**config.mk**
```make
export PLATFORM = sky130hd
export DESIGN_NAME = ppm_rx_frame_ctrl_flat
export DESIGN_NICKNAME = d
export VERILOG_FILES = /design/src/rtl/ppm_rx_frame_ctrl_if.sv /design/src/rtl/ppm_rx_frame_ctrl.sv /design/src/flat_wrapper.sv
export SDC_FILE = /design/constraint.sdc
export NUM_CORES = 1
export LEC_CHECK = 0
export ABC_CLOCK_PERIOD_IN_PS = 15100
export CAP_MARGIN = 20
export CORE_UTILIZATION = 60
export CTS_CLUSTER_DIAMETER = 80
export DETAILED_ROUTE_END_ITERATION = 10
export PLACE_DENSITY = 0.76
export SYNTH_ARGS = -nofsm -noshare
export SYNTH_HDL_FRONTEND = slang
export SYNTH_SLANG_ARGS = --single-unit
```
**constraint.sdc**
```tcl
create_clock -name clk -period 15.1 [get_ports clk]
set_input_delay 3.775 -clock clk [delete_from_list [all_inputs] [get_ports clk]]
set_output_delay 3.775 -clock clk [all_outputs]
set_load 0.01 [all_outputs]
```
**src/rtl/ppm_rx_frame_ctrl_if.sv**
```systemverilog
// Purpose: payload stream from the PPM receive frame controller to the MAC.
// Latency: n/a (signal bundle only).
// Backpressure: m_ready from the MAC stalls the stream; m_valid never depends on m_ready.
// Signals:
//   m_data  - payload byte
//   m_valid - m_data/m_last are valid
//   m_last  - final payload byte of its frame
//   m_ready - downstream accepts the byte
interface ppm_rx_frame_ctrl_if;
    logic [7:0] m_data;
    logic       m_valid;
    logic       m_last;
    logic       m_ready;

    modport master (
        output m_data,
        output m_valid,
        output m_last,
        input  m_ready
    );

    modport slave (
        input  m_data,
        input  m_valid,
        input  m_last,
        output m_ready
    );
endinterface

```
**src/rtl/ppm_rx_frame_ctrl.sv**
```systemverilog
// Purpose: parse decoded 4-PPM frames (len, payload, xor checksum) into a circular buffer, commit or roll back.
// Latency: frame_ok/frame_err one cycle after the deciding strobe; first byte valid one cycle after frame_ok.
// Backpressure: m_ready stalls reads; a frame that would overfill the buffer is dropped (err_code 0).
// Ports:
//   clk, rst                     - clock, asynchronous active-low reset
//   dec_data/dec_den/dec_fen     - decoded byte, byte strobe, start-of-frame strobe
//   m (master)                   - payload stream {m_data, m_valid, m_last, m_ready}
//   frame_ok/frame_err           - one-cycle commit / drop pulses
//   err_code                     - reason of the last drop: 0 overflow, 1 bad length, 2 timeout/abort, 3 checksum
//   busy                         - frame parsing in progress
module ppm_rx_frame_ctrl #(
    parameter int MAX_LEN = 64,
    parameter int DEPTH   = 128,
    parameter int TIMEOUT = 2048
) (
    input  logic                  clk,
    input  logic                  rst,
    input  logic [7:0]            dec_data,
    input  logic                  dec_den,
    input  logic                  dec_fen,
    ppm_rx_frame_ctrl_if.master   m,
    output logic                  frame_ok,
    output logic                  frame_err,
    output logic [1:0]            err_code,
    output logic                  busy
);
    localparam int AW = $clog2(DEPTH);
    localparam int PW = AW + 1;
    localparam int TW = $clog2(TIMEOUT);
    localparam logic [TW-1:0] TMO_LAST = TW'(TIMEOUT - 1);
    localparam logic [PW-1:0] PTR_FULL = PW'(DEPTH);

    typedef enum logic [1:0] {
        ST_IDLE    = 2'd0,
        ST_LEN     = 2'd1,
        ST_PAYLOAD = 2'd2,
        ST_CHECK   = 2'd3
    } state_t;

    state_t        state;
    logic [7:0]    len;
    logic [7:0]    csum;
    logic [7:0]    cnt;
    logic [TW-1:0] tmo_cnt;

    // Pointers carry one extra bit so full and empty are distinguishable.
    logic [PW-1:0] wr_spec;
    logic [PW-1:0] wr_com;
    logic [PW-1:0] wr_pub;
    logic [PW-1:0] rd_ptr;

    logic [8:0]    mem [DEPTH];
    logic [8:0]    rd_word;

    logic          full;
    logic          len_bad;
    logic          drop;
    logic [1:0]    drop_code;
    logic          commit;
    logic          wr_en;

    assign full    = ((wr_spec - rd_ptr) == PTR_FULL);
    assign len_bad = (dec_data == 8'd0) || (dec_data > 8'(MAX_LEN));
    assign busy    = (state != ST_IDLE);

    // Decide this cycle's outcome. dec_fen outranks dec_den, which outranks the timeout.
    always_comb begin
        drop      = 1'b0;
        drop_code = 2'd0;
        commit    = 1'b0;
        wr_en     = 1'b0;
        if (dec_fen) begin
            if (state != ST_IDLE) begin
                drop      = 1'b1;
                drop_code = 2'd2;
            end
        end else if (dec_den) begin
            unique case (state)
                ST_LEN: begin
                    if (len_bad) begin
                        drop      = 1'b1;
                        drop_code = 2'd1;
                    end
                end
                ST_PAYLOAD: begin
                    if (full) begin
                        drop      = 1'b1;
                        drop_code = 2'd0;
                    end else begin
                        wr_en = 1'b1;
                    end
                end
                ST_CHECK: begin
                    if (dec_data == csum) begin
                        commit = 1'b1;
                    end else begin
                        drop      = 1'b1;
                        drop_code = 2'd3;
                    end
                end
                default: ;
            endcase
        end else if ((state != ST_IDLE) && (tmo_cnt == TMO_LAST)) begin
            drop      = 1'b1;
            drop_code = 2'd2;
        end
    end

    always_ff @(posedge clk or negedge rst) begin
        if (!rst) begin
            state     <= ST_IDLE;
            len       <= '0;
            csum      <= '0;
            cnt       <= '0;
            tmo_cnt   <= '0;
            wr_spec   <= '0;
            wr_com    <= '0;
            wr_pub    <= '0;
            rd_ptr    <= '0;
            frame_ok  <= 1'b0;
            frame_err <= 1'b0;
            err_code  <= 2'd0;
        end else begin
            frame_ok  <= commit;
            frame_err <= drop;
            if (drop) begin
                err_code <= drop_code;
            end

            // The reader only sees a commit one cycle later, so m_valid trails frame_ok.
            wr_pub <= wr_com;

            if (m.m_valid && m.m_ready) begin
                rd_ptr <= rd_ptr + 1'b1;
            end

            if (dec_den || dec_fen || (state == ST_IDLE)) begin
                tmo_cnt <= '0;
            end else begin
                tmo_cnt <= tmo_cnt + 1'b1;
            end

            if (commit) begin
                wr_com <= wr_spec;
            end

            // Rollback returns to wr_com, which is never behind rd_ptr.
            if (drop) begin
                wr_spec <= wr_com;
            end else if (wr_en) begin
                wr_spec <= wr_spec + 1'b1;
            end

            if (dec_fen) begin
                state <= ST_LEN;
                csum  <= '0;
                cnt   <= '0;
            end else if (drop || commit) begin
                state <= ST_IDLE;
            end else if (dec_den) begin
                unique case (state)
                    ST_LEN: begin
                        len   <= dec_data;
                        csum  <= dec_data;
                        state <= ST_PAYLOAD;
                    end
                    ST_PAYLOAD: begin
                        csum <= csum ^ dec_data;
                        cnt  <= cnt + 8'd1;
                        if ((cnt + 8'd1) == len) begin
                            state <= ST_CHECK;
                        end
                    end
                    default: ;
                endcase
            end
        end
    end

    // Buffer storage carries no reset; only pointer-covered entries are ever read.
    always_ff @(posedge clk) begin
        if (wr_en) begin
            mem[wr_spec[AW-1:0]] <= {(cnt == (len - 8'd1)), dec_data};
        end
    end

    assign rd_word   = mem[rd_ptr[AW-1:0]];
    assign m.m_valid = (rd_ptr != wr_pub);
    // Masked so the stream reads as zero whenever nothing is presented, including in reset.
    assign m.m_data  = m.m_valid ? rd_word[7:0] : 8'd0;
    assign m.m_last  = m.m_valid ? rd_word[8]   : 1'b0;
endmodule

```
**src/flat_wrapper.sv**
```systemverilog
// flat-port wrapper written by rule: the top's interface ports become plain ports
module ppm_rx_frame_ctrl_flat 
#(
    parameter int MAX_LEN = 64,
    parameter int DEPTH   = 128,
    parameter int TIMEOUT = 2048
)
  (clk, rst, dec_data, dec_den, dec_fen, frame_ok, frame_err, err_code, busy, m_m_data, m_m_valid, m_m_last, m_m_ready);
  ppm_rx_frame_ctrl_if m_i ();
  input  logic clk;
  input  logic rst;
  input  logic [7:0] dec_data;
  input  logic dec_den;
  input  logic dec_fen;
  output logic frame_ok;
  output logic frame_err;
  output logic [1:0] err_code;
  output logic busy;
  output wire logic [$bits(m_i.m_data)-1:0] m_m_data;
  output wire logic [$bits(m_i.m_valid)-1:0] m_m_valid;
  output wire logic [$bits(m_i.m_last)-1:0] m_m_last;
  input wire logic [$bits(m_i.m_ready)-1:0] m_m_ready;
  assign m_m_data = m_i.m_data;
  assign m_m_valid = m_i.m_valid;
  assign m_m_last = m_i.m_last;
  assign m_i.m_ready = m_m_ready;
  ppm_rx_frame_ctrl #(.MAX_LEN(MAX_LEN), .DEPTH(DEPTH), .TIMEOUT(TIMEOUT)) u_core (.clk(clk), .rst(rst), .dec_data(dec_data), .dec_den(dec_den), .dec_fen(dec_fen), .m(m_i), .frame_ok(frame_ok), .frame_err(frame_err), .err_code(err_code), .busy(busy));
endmodule
```
# After elaboration in Yosys (flattened, before gate mapping)
# Memory sizes are Yosys's and may differ from the RTL's.
# Index checks and enable logic that the tools add are counted.
word_totals:
  input_bits: 13
  ram_bits: 1152
  register_bits: 73
  mem_count: 1
  word_cells: 96
  out_inout_bits: 15
classes:
  order_cmp: 1
  n_mux: 43
  addsub: 6
  n_reduce_logical: 19
  bitwise: 3
  eq_ne: 11
mem_list:
  columns: ["name", "depth", "width", "read_ports", "rd_ports_with_merged_regs", "wr", "line_no", "source"]
  rows:
  - ["u_core.mem", 128, 9, 1, 0, 1, "ppm_rx_frame_ctrl.sv:52", "logic [8:0] mem [DEPTH];"]
op_table:
  columns: ["cell", "n"]
  rows:
  - ["two-way mux 8 bit", 10]
  - ["adder 8 x 1 -> 8 bit (second input constant)", 3]
  - ["equality test 8 bit", 3]
  - ["two-way mux 1 bit", 19]
  - ["two-way mux 2 bit", 9]
  - ["case mux 8 bit (2 select lines)", 1]
  - ["adder 11 x 1 -> 11 bit (second input constant)", 1]
  - ["equality test 11 bit (second input constant)", 1]
  - ["two-way mux 11 bit", 1]
  - ["AND reduction 3 bit", 3]
  - ["equality test 8 bit (second input constant)", 1]
  - ["greater-than comparator 8 x 7 -> 1 bit (second input constant)", 1]
  - ["logical NOT 8 bit", 1]
  - ["!= test 8 bit", 1]
  - ["case mux 2 bit (2 select lines)", 2]
  - ["nonzero test 2 bit", 4]
  - ["subtractor 8 x 1 -> 8 bit (second input constant)", 1]
  - ["subtractor 8 bit", 1]
  - ["XOR 8 bit", 1]
  - ["nonzero test 3 bit", 2]
  - ["equality test 2 bit (second input constant)", 2]
  - ["logical OR 1 bit", 4]
  - ["!= test 4 x 2 -> 1 bit (second input constant)", 1]
  - ["AND reduction 4 bit", 1]
  - ["other kinds (7)", 9]

# Longest topological paths before layout
logic_depth:
  ltp_word: 9
  ltp_mapped: 15
  depth_no_buf: 10

# Worst setup path after synthesis
# No wires, ideal clock.
synth_timing:
  kind: "register -> output"
  startpoint: "register u_core.rd_ptr[0]"
  endpoint: "output port m_m_data[6]"
  path_stages_with_launch: 12
  n_path_buf: 4
  required_time_ps: 11325
  arrival_ps: 2658
  path_slack_ps: 8667
  cell_sequence: "dfrtp_1 -> clkbuf_1 -> buf_4 -> buf_1 -> buf_2 -> mux4_2 -> nand2_1 -> nand2_1 -> a221o_1 -> a31oi_1 -> o21ai_0 -> o211a_1"
synth_via:
  elab_chain_len: 2
  word_cells_on_any_way: 3
  cone_classes: "eq/ne: 1; mux: 1; memory: 1"
synth_rtl:
  columns: ["element", "line_no", "source"]
  rows:
  - ["from (decl)", "ppm_rx_frame_ctrl.sv:50", "logic [PW-1:0] rd_ptr;"]
  - ["from (signal assigned)", "ppm_rx_frame_ctrl.sv:134", "rd_ptr <= rd_ptr + 1'b1;"]
  - ["memory (128 x 9 bit) / != test 8 bit (equally long branches)", null, null]
  - ["two-way mux 8 bit (*)", "ppm_rx_frame_ctrl.sv:190", "assign m.m_data = m.m_valid ? rd_word[7:0] : 8'd0;"]
  - ["to (decl)", "flat_wrapper.sv:19", "output wire logic [$bits(m_i.m_data)-1:0] m_m_data;"]
# Mark *: on every way between the ends. The rest lies on a longest branch, timed or not.

# Final worst setup path
layout_timing:
  startpoint: "register u_core.rd_ptr[0]"
  endpoint: "output port m_m_last"
layout_via:
  elab_chain_len: 2
  word_cells_on_any_way: 3
  cone_classes: "eq/ne: 1; mux: 1; memory: 1"
layout_rtl:
  columns: ["element", "line_no", "source"]
  rows:
  - ["memory (128 x 9 bit) / != test 8 bit (equally long branches)", null, null]
  - ["two-way mux 1 bit (*)", "ppm_rx_frame_ctrl.sv:191", "assign m.m_last = m.m_valid ? rd_word[8] : 1'b0;"]
  - ["to (decl)", "flat_wrapper.sv:21", "output wire logic [$bits(m_i.m_last)-1:0] m_m_last;"]
# Marked as above.

==> flow_summary.ini <==
[place]
gp_congestion = 0.868
io_buffer_count = 27
dpl_worst_slack_ns = 5.73
hpwl_um = 62800

[worst_setup_path]
cp_num_buf_inv = 3
cp_slowest_stage_delay_ns = 0.96
cp-end-kind = primary output
cp.required_ns = 11.32
cpMaxStageDelayCell = a2111oi_0
crit_path_cell_trace = buf_12 -> buf_12 -> mux4_2 -> mux4_2 -> and2_0 -> a2111oi_0 -> nor4_1 -> clkdlybuf4s50_1
crit_family = buffers and inverters
cp_num_cells = 8
critPathKind = flip-flop to primary output
cp-start-kind = flip-flop
cp.arrival_ns = 6.22
worstPathMaxFanout = 103
worstRegToRegCells = 12

[cells_and_area]
area.growth.synth_to_final_pct = 10.8
antenna_cells = 0
mostFrequentLayoutCell = edfxtp_1
utilization = 0.676
drive_gt1_frac = 0.242
finalNetCount = 2453
layout_common_cells = 1,152 x edfxtp_1, 352 x mux4_2, 186 x nor2_1

[drt]
via_per_inst = 6.70
antenna_left = 0
wirelength_um = 109000
wl_per_cell_um = 30.6
drc_errors = 0
dr.pass1.iters = 5
num_vias = 24000
drt_iter0_drc = 3085

[sta]
slew-limit-headroom = 0.228
fin_crit_ns = 9.99
fmax_mhz = 100
finalMaxSlewViolations = 0
tightest_slew_ns = 1.15
finalCritPeriodShare = 0.662
clock-skew-final_ns = 0.0255
finalHoldViolations = 0
fin_ws_ns = 5.11
rsz0062_at_grt = false
report.final.setup_viol = 0
tns_ns = 0

[yosys]
synth_cell_types = 65
synth-edff-count = 1152
syn_inst = 2354
yosys.area.top_type = edfxtp_1
avgSynthCellArea_sq_um = 20.6
ys_seq_area_frac = 0.751
synth_fp_nets = 2379
ys_warn_count = 0
ys_seq_elements = 1225
synth_area_leaders = edfxtp_1 71%, mux4_2 16%, dfrtp_1 3.8%
synth_area_sq_um = 48500
synth-main-ff-cell = edfxtp_1
async_flop_share = 0.0596
yosys.area.top_type_share = 0.714

[floorplan]
die_area_sq_um = 81900
core-area_sq_um = 79500
initial_core_util = 0.610
rows = 103
io_pins = 28
die_w_um = 286
die_y_um = 286

[outcome]
outcome = finished, final reports clean

[power_and_ir_drop]
pwr-share-clk = 0.313
ir_drop_uv = 162
p_sw_w = 0.00255
p_total_w = 0.00901
p_per_area_nw_per_um2 = 168
p_int_w = 0.00647
switching_share = 0.283
combPwrFrac = 0.259
p_seq_frac = 0.428
power_leakage_nw = 17.2

[job]
max-cap-violations = 0

[global_routing]
antenna_found_initial = 2
grt_pass1_wl_um = 162000
grt_max_degree = 170
first_global_vias = 24500
grt-ovfl-total = 0
grt_usage = 0.274

[hold_path]
min_delay_path_depth = 0
hold_path.class = flip-flop to flip-flop

[cts]
numCtsBuffers = 115
clock_path_buffers = 3
cts-resized-gates = 0
htree_levels = 3
cts_sinks = 1225
clk_latency_ns = 0.69
cts_setup_buffers = 0
cts_tree = built
path_clk_slew_ns = 0.06
cts_hold_buf = 0
cts_root_buf = clkbuf_16
## layer usage
metal,up-vias,share of wire,wire length (um),GRT usage
met5,-,0.00046,50,0
met4,6,0.032,3460,0.0921
met3,209,0.089,9770,0.0528
met2,1312,0.50,54400,0.440
met1,12600,0.38,41600,0.383
li1,9814,-,-,-
## cells by family (layout without fill, tap and decap cells)
| kind of cell | after synthesis | in the layout | synth area share |
|---|---|---|---|
| compound gates | 114 | 114 | 0.0169 |
| xor+xnor | 61 | 61 | 0.0110 |
| fa+ha+maj | 12 | 12 | 0.00310 |
| buf+inv | 153 | 322 | 0.0133 |
| flops | 1225 | 1225 | 0.751 |
| mux | 361 | 361 | 0.166 |
| simple gates | 428 | 428 | 0.0387 |
## worst reg2reg max path, cell delays in order (launching register included)
cell     delay [ns]
dfrtp_4        1.12
buf_12         0.84
inv_1          0.22
ha_1           0.35
nor2b_1        0.16
o21a_1         0.23
o41ai_1        0.35
xor2_1         0.16
and3_1         0.42
nor2_2         0.46
nand3_1        0.80
buf_4          0.50
nor2_1         0.84
## worst paths after layout
| check | from | endpoint | slack (ns) |
|---|---|---|---|
| worst max-delay path | u_core.rd_ptr[0] | m_m_last | 5.11 |
| worst min-delay path | u_core.wr_com[3] | u_core.wr_pub[3] | 0.41 |
| worst max register to register | u_core.rd_ptr[1] | u_core.mem[30][7] | 8.24 |
| worst min register to register | u_core.wr_com[3] | u_core.wr_pub[3] | 0.41 |
| max in group asynchronous | rst | u_core.rd_ptr[1] | 11.12 |
| min in group asynchronous | rst | u_core.tmo_cnt[3] | 3.05 |
## synthesized netlist by cell type, types with 3 or more instances
cell and instances:
inv_1 27, and2_0 8, o32ai_1 9, a211oi_1 3
or2_2 3, o41ai_1 4, clkbuf_1 73, a21oi_1 21
nand2b_1 4, buf_1 12, a31oi_1 3, nor2_1 187
mux4_2 352, or3_1 3, a311oi_1 9, o22ai_1 11
nor3_1 11, xor2_1 17, dfrtp_1 73, nand2_1 129
buf_4 3, nor4_1 12, nand3_1 29, buf_2 34
nand3b_1 3, ha_1 12, a221o_1 10, nand4_1 10
o21ai_0 19, a2111oi_0 8, edfxtp_1 1152, mux2_2 8
nor2b_1 10, and3_1 4, xnor2_1 44
## sequential cells by signal, indices dropped and copies added (netlist names)
register,count
u_core.cnt,8
u_core.csum,8
u_core.err_code,2
u_core.frame_err,1
u_core.frame_ok,1
u_core.len,8
u_core.mem,1152
u_core.rd_ptr,8
u_core.state,2
u_core.tmo_cnt,11
u_core.wr_com,8
u_core.wr_pub,8
u_core.wr_spec,8
## power by group through the flow
stage	sequential [W]	clock [W]	combinational (W)
floorplan	0.00383	0	0.00169
CTS	0.00386	0.00285	0.00234
global route	0.00386	0.00298	0.00245
detailed placement	0.00393	0	0.00232
finish	0.00386	0.00282	0.00233
global placement	0.00393	0	0.00228
## area by class of cell
| cell class | instances | area, sq um |
|---|---|---|
| flip-flops and latches | 1225 | 36400 |
| fillers | 4728 | 25800 |
| multi-input cells | 976 | 11400 |
| clock buffers | 131 | 2940 |
| well taps | 1050 | 1310 |
| repair buffers | 81 | 756 |
| clock inverters | 81 | 748 |
| inverters | 29 | 111 |
## stage by stage
stage	cell area [sq um]	cells	hold slack, ns
detailed placement	49900	3351	0.397
finish	53700	3573	0.406
global placement	49800	3345	0.385
CTS	53600	3563	0.410
floorplan	48500	2354	0.374
global route	53700	3573	0.420
(Power assumes the default switching activity.)
